## config.mk

```make
export PLATFORM = sky130hd
export DESIGN_NAME = clkdiv_bank
export DESIGN_NICKNAME = d
export VERILOG_FILES = /design/src/rtl/clkdiv_pkg.sv /design/src/rtl/clkdiv_chan.sv /design/src/rtl/clkdiv_bank.sv
export SDC_FILE = /design/constraint.sdc
export NUM_CORES = 1
export LEC_CHECK = 0
export ABC_CLOCK_PERIOD_IN_PS = 3330
export CAP_MARGIN = 10
export CORE_ASPECT_RATIO = 1.1
export CORE_MARGIN = 10
export CORE_UTILIZATION = 55
export DETAILED_ROUTE_END_ITERATION = 6
export GPL_ROUTABILITY_DRIVEN = 1
export PLACE_DENSITY = 0.71
export SYNTH_ARGS = -nofsm -noshare
export SYNTH_HDL_FRONTEND = slang
export SYNTH_SLANG_ARGS = --single-unit
```

## constraint.sdc

```tcl
create_clock -name clk -period 3.33 [get_ports clk]
set_input_delay 0.4995 -clock clk [delete_from_list [all_inputs] [get_ports clk]]
set_output_delay 0.4995 -clock clk [all_outputs]
set_load 0.01 [all_outputs]
```

## src/rtl/clkdiv_pkg.sv

```systemverilog
// Shared definitions for the clock divider bank: default sizing, the
// channel-index width helper and the configuration request record.
package clkdiv_pkg;

  localparam int CNT_W_DEF    = 25;
  localparam int DEF_HALF_DEF = 25_000_000;

  // Widest channel index (16 channels) and widest counter the request
  // record has to carry; the bank zero-extends its ports into these fields.
  localparam int CH_MAX_W  = 4;
  localparam int CNT_MAX_W = 32;

  // Channel-select width, never below one bit so a single-channel bank
  // still has a legal port.
  function automatic int ch_w(input int num_ch);
    return (num_ch > 1) ? $clog2(num_ch) : 1;
  endfunction

  typedef struct packed {
    logic [CH_MAX_W-1:0]  ch;
    logic [CNT_MAX_W-1:0] half;
    logic                 imm;
  } cfg_req_t;

endpackage

```

## src/rtl/clkdiv_chan.sv

```systemverilog
// One divider channel: counter, active and shadow half-period, pending
// flag, the registered square output and its toggle tick.
module clkdiv_chan
  import clkdiv_pkg::*;
#(
  parameter int CNT_W    = CNT_W_DEF,
  parameter int DEF_HALF = DEF_HALF_DEF
) (
  input  logic             clk,
  input  logic             rst_n,
  input  logic             en,
  input  logic             sync,
  input  logic             load_imm,
  input  logic             load_def,
  input  logic [CNT_W-1:0] load_val,
  output logic             clk_out,
  output logic             tick,
  output logic             pending
);

  logic [CNT_W-1:0] cnt;
  logic [CNT_W-1:0] half;
  logic [CNT_W-1:0] shadow;
  logic             wrap;

  // Last count of the current half-period; half is never zero, so the
  // subtraction cannot underflow.
  assign wrap = (cnt == half - CNT_W'(1));

  // Counter, half-period bookkeeping and output registers.
  // NOTE: every register here uses <= so all of them see the pre-edge
  // values of cnt/half/pending no matter in which order they are written.
  always_ff @(posedge clk or negedge rst_n) begin
    if (!rst_n) begin
      cnt     <= '0;
      half    <= CNT_W'(DEF_HALF);
      shadow  <= CNT_W'(DEF_HALF);
      pending <= 1'b0;
      clk_out <= 1'b1;
      tick    <= 1'b0;
    end else begin
      tick <= 1'b0;
      if (load_imm) begin
        // An immediate load restarts the channel high, whether or not a
        // sync arrives on the same edge.
        half    <= load_val;
        cnt     <= '0;
        clk_out <= 1'b1;
      end else if (sync) begin
        cnt     <= '0;
        clk_out <= 1'b1;
        if (pending) begin
          half    <= shadow;
          pending <= 1'b0;
        end
      end else if (en) begin
        if (wrap) begin
          cnt     <= '0;
          clk_out <= ~clk_out;
          tick    <= 1'b1;
          if (pending) begin
            half    <= shadow;
            pending <= 1'b0;
          end
        end else begin
          cnt <= cnt + CNT_W'(1);
        end
      end
      // A deferred request is only accepted while nothing is pending, so
      // this never overwrites a shadow that the branches above consume.
      if (load_def) begin
        shadow  <= load_val;
        pending <= 1'b1;
      end
    end
  end

endmodule

```

## src/rtl/clkdiv_bank.sv

```systemverilog
// Bank of independent clock dividers sharing one configuration port and a
// global re-phase strobe.
module clkdiv_bank
  import clkdiv_pkg::*;
#(
  parameter int NUM_CH   = 4,
  parameter int CNT_W    = CNT_W_DEF,
  parameter int DEF_HALF = DEF_HALF_DEF
) (
  input  logic                    clk,
  input  logic                    rst_n,
  input  logic [NUM_CH-1:0]       en,
  input  logic                    sync,
  input  logic                    cfg_valid,
  output logic                    cfg_ready,
  input  logic [ch_w(NUM_CH)-1:0] cfg_ch,
  input  logic [CNT_W-1:0]        cfg_half,
  input  logic                    cfg_imm,
  output logic                    cfg_err,
  output logic [NUM_CH-1:0]       clk_out,
  output logic [NUM_CH-1:0]       tick
);

  localparam int CH_W = ch_w(NUM_CH);

  cfg_req_t          req;
  logic              ch_ok;
  logic              legal;
  logic              accept;
  logic [CNT_W-1:0]  load_val;
  logic [NUM_CH-1:0] pending;
  logic [NUM_CH-1:0] load_imm;
  logic [NUM_CH-1:0] load_def;

  // Request decode: legality, handshake and per-channel load strobes.
  // NOTE: every always_comb output gets a default before any branch, so no
  // path leaves a value unassigned and no latch is inferred.
  always_comb begin
    req      = '{ch: CH_MAX_W'(cfg_ch), half: CNT_MAX_W'(cfg_half), imm: cfg_imm};
    ch_ok    = (32'(req.ch) < NUM_CH);
    legal    = ch_ok && (req.half != '0);
    load_val = req.half[CNT_W-1:0];
    // Channels that do not exist have nothing pending, so a request to one
    // is always taken and then flagged as an error.
    cfg_ready = 1'b1;
    if (ch_ok) begin
      cfg_ready = ~pending[req.ch[CH_W-1:0]];
    end
    accept   = cfg_valid && cfg_ready;
    load_imm = '0;
    load_def = '0;
    for (int i = 0; i < NUM_CH; i++) begin
      if (accept && legal && (32'(req.ch) == i)) begin
        load_imm[i] = req.imm;
        load_def[i] = ~req.imm;
      end
    end
  end

  // One-cycle error pulse for an accepted but illegal request.
  always_ff @(posedge clk or negedge rst_n) begin
    if (!rst_n) begin
      cfg_err <= 1'b0;
    end else begin
      cfg_err <= accept && !legal;
    end
  end

  for (genvar i = 0; i < NUM_CH; i++) begin : g_ch
    clkdiv_chan #(
      .CNT_W    (CNT_W),
      .DEF_HALF (DEF_HALF)
    ) u_chan (
      .clk      (clk),
      .rst_n    (rst_n),
      .en       (en[i]),
      .sync     (sync),
      .load_imm (load_imm[i]),
      .load_def (load_def[i]),
      .load_val (load_val),
      .clk_out  (clk_out[i]),
      .tick     (tick[i]),
      .pending  (pending[i])
    );
  end

endmodule

```

==> flow_summary_export.csv <==
group,metric,value,unit
detailed_routing,wl,49200,um
detailed_routing,drt_pass1_iterations,5,
die,die_w,195,um
timing,tns,0,ns
placement,dp_hpwl,35200,um
worst_hold_path,hold_class,"flip-flop to flip-flop",
finish,final_common_cell,"dfrtp_1",
worst_hold_path,hold_depth,1,
timing,setup_violations,0,
cts,cts.sinks,313,
finish,drive_above_1_share,0.268,
die,die_h,213,um
job,maxCapViolations,0,
die,coreArea,33300,um^2
timing,fin_skew,0.0175,ns
power,leakagePower,8.83,nW
finish,regArea,7960,um^2
grt,grt_pass1_wl,79000,um
grt,grt_max_degree,86,
timing,min_period_over_period,0.965,
yosys,synthTopCellsByArea,"dfrtp_1, dfstp_2, mux2_2",
cts,root_buffer,"clkbuf_16",
finish,nFillCells,2678,
worst_setup_path,critPathRequiredTime,3.74,ns
yosys,ys.flop_type,"dfrtp_1",
detailed_routing,antenna_left,0,
grt,antenna_found_initial,0,
cts,cts_buffers,36,
detailed_routing,vias,14842,
cts,htree_levels,2,
worst_setup_path,path_max_fanout,8,
power,irDropWorstVdd,0.000415,V
yosys,synth_seq_cells,313,
die,start_util,0.557,
worst_setup_path,reg2reg_depth,9,
timing,relSlewSlack,0.459,
yosys,synth_top_area_share,0.287,
timing,whs,0.502,ns
yosys,synth_edf_count,0,
die,dieArea,41500,um^2
placement,place_ws,-0.357,ns
yosys,synthArstFlopShare,1.00,
yosys,ys_warn_count,0,
finish,multi_input_area,9920,um^2
timing,max_freq,311,MHz
grt,grt_pass1_vias,14695,
finish,diodes,0,
placement,placed_area,20300,um^2
timing,hold_viol_final,0,
timing,worstMarginPinSlew,0.804,ns
placement,gp_congestion,0.961,
run_status,status,"completed",
cts,cts_tree,"done",
worst_setup_path,crit_path_end_kind,"flip-flop",
yosys,avgSynthCellArea,10.1,um^2
finish,layout_common_cells,"dfrtp_1, nor2_1, mux2_2",
finish,postLayoutCellArea,21800,um^2
yosys,yosys.area.top_type,"dfrtp_1",
timing,maxSlewViolCount,0,
detailed_routing,drc,0,
worst_setup_path,arrival,3.63,ns
worst_setup_path,path_class,"flip-flop to flip-flop",
placement,io_buffers,45,
die,row_count,70,
detailed_routing,wire_per_inst,20.3,um
yosys,synth_cell_types,95,
detailed_routing,drt_first_iter_violations,1155,
yosys,syn_area,18500,um^2
yosys,syn_nets,1889,
cts,clk_pin_slew,0.06,ns
grt,grt_remaining_overflow,0,
yosys,yosysSeqAreaShare,0.429,
yosys,synth_cells,1845,
grt,grt.total_usage,0.231,
finish,area_growth,17.6,%
worst_setup_path,cp-start-kind,"flip-flop",
timing,rsz0062_at_grt,"yes",
detailed_routing,vias_per_cell,6.13,
timing,setup_ws,0.115,ns
cts,cts_buffer_depth,3,
power,pwr_density_cell,603,nW/um^2
die,io_pins,46,
timing,fin_crit,3.21,ns
cts,clock_latency,0.53,ns
power,p_total,13.2,mW
finish,fin_nets,2004,
[stage by stage]
step / cells / util
after global placement: 2340 / 0.609
after detailed placement: 2340 / 0.609
after CTS: 2407 / 0.647
final: 2420 / 0.655
after global routing: 2420 / 0.655
after floorplan: 1845 / -
[worst max-delay path: stages (launching register included)]
cell and delay (ns):
dfstp_2 0.40, or4_1 0.57, or3_1 0.36, o41a_1 0.50
a211oi_4 0.27, a41oi_4 0.21, o21ai_4 0.21, buf_12 0.15
buf_12 0.13, mux2_4 0.30
[kinds of logic after synthesis]
kind of cell / synth area share
simple gates: 0.205
flops: 0.429
compound gates: 0.119
xor+xnor: 0.0935
buf+inv: 0.0441
mux: 0.104
fa+ha+maj: 0.00540
[layout make-up]
cell class	count	share of cell area
clock buffers	53	0.0489
clock inverters	13	0.00792
inverters	58	0.00998
multi-input cells	1354	0.455
flip-flops and latches	313	0.365
well taps	432	0.0248
repair buffers	197	0.0889
[per-layer routing]
metal  wire (um)  GRT usage  vias up
met4         870     0.0551        0
li1            -          -     6947
met1       21900      0.312     7438
met5           0          0        -
met3        2820     0.0353       62
met2       23500      0.381      395
[power breakdown]
| part | total [mW] | internal, mW | switching, mW |
|---|---|---|---|
| logic | 3.36 | 1.69 | 1.67 |
| clock network | 4.12 | 2.53 | 1.59 |
| registers | 5.68 | 4.80 | 0.878 |
| total | 13.2 | 9.03 | 4.14 |
[final timing paths]
check	start	to	slack (ns)
max in group asynchronous	rst_n	g_ch[2].u_chan.shadow[22]	1.88
worst max-delay path	g_ch[3].u_chan.half[16]	g_ch[3].u_chan.half[23]	0.12
worst min register to register	g_ch[3].u_chan.shadow[4]	g_ch[3].u_chan.shadow[4]	0.50
worst max register to register	g_ch[3].u_chan.half[16]	g_ch[3].u_chan.half[23]	0.12
worst min-delay path	g_ch[3].u_chan.shadow[4]	g_ch[3].u_chan.shadow[4]	0.50
min in group asynchronous	rst_n	g_ch[0].u_chan.cnt[2]	0.57
[repair_timing]
item / 4_1_cts / 5_1_grt
hold buffers: 1 / 0
endpoints found under the hold margin: 1 / 0
endpoints found under the setup margin: 0 / 194
gates resized for setup: 0 / 22
setup buffers: 0 / 10
[synthesized netlist by cell type (9+ instances only)]
cell and number:
nor2b_1 15, and3_1 30, dfrtp_1 213, nor2_1 206
nor3_1 57, nor4_1 30, or3_1 14, nand3_1 59
and2_1 14, o21ai_0 20, dfstp_2 100, buf_2 21
buf_1 20, nand2_1 90, a22oi_1 74, buf_4 16
a21oi_1 25, clkbuf_1 57, nor4b_1 9, nand4_1 43
or4_1 10, mux2i_1 16, o31ai_1 9, nand2b_1 13
xnor2_1 94, mux2_4 17, o22ai_1 77, and4_1 17
mux2_2 131, xor2_1 104, inv_1 55
[flip-flops by register name, summed over array words and instances (netlist names)]
signal / cells
g_ch.u_chan.clk_out: 4
g_ch.u_chan.pending: 4
g_ch.u_chan.half: 100
g_ch.u_chan.shadow: 100
cfg_err: 1
g_ch.u_chan.tick: 4
g_ch.u_chan.cnt: 100
(Power assumes the default switching activity.)
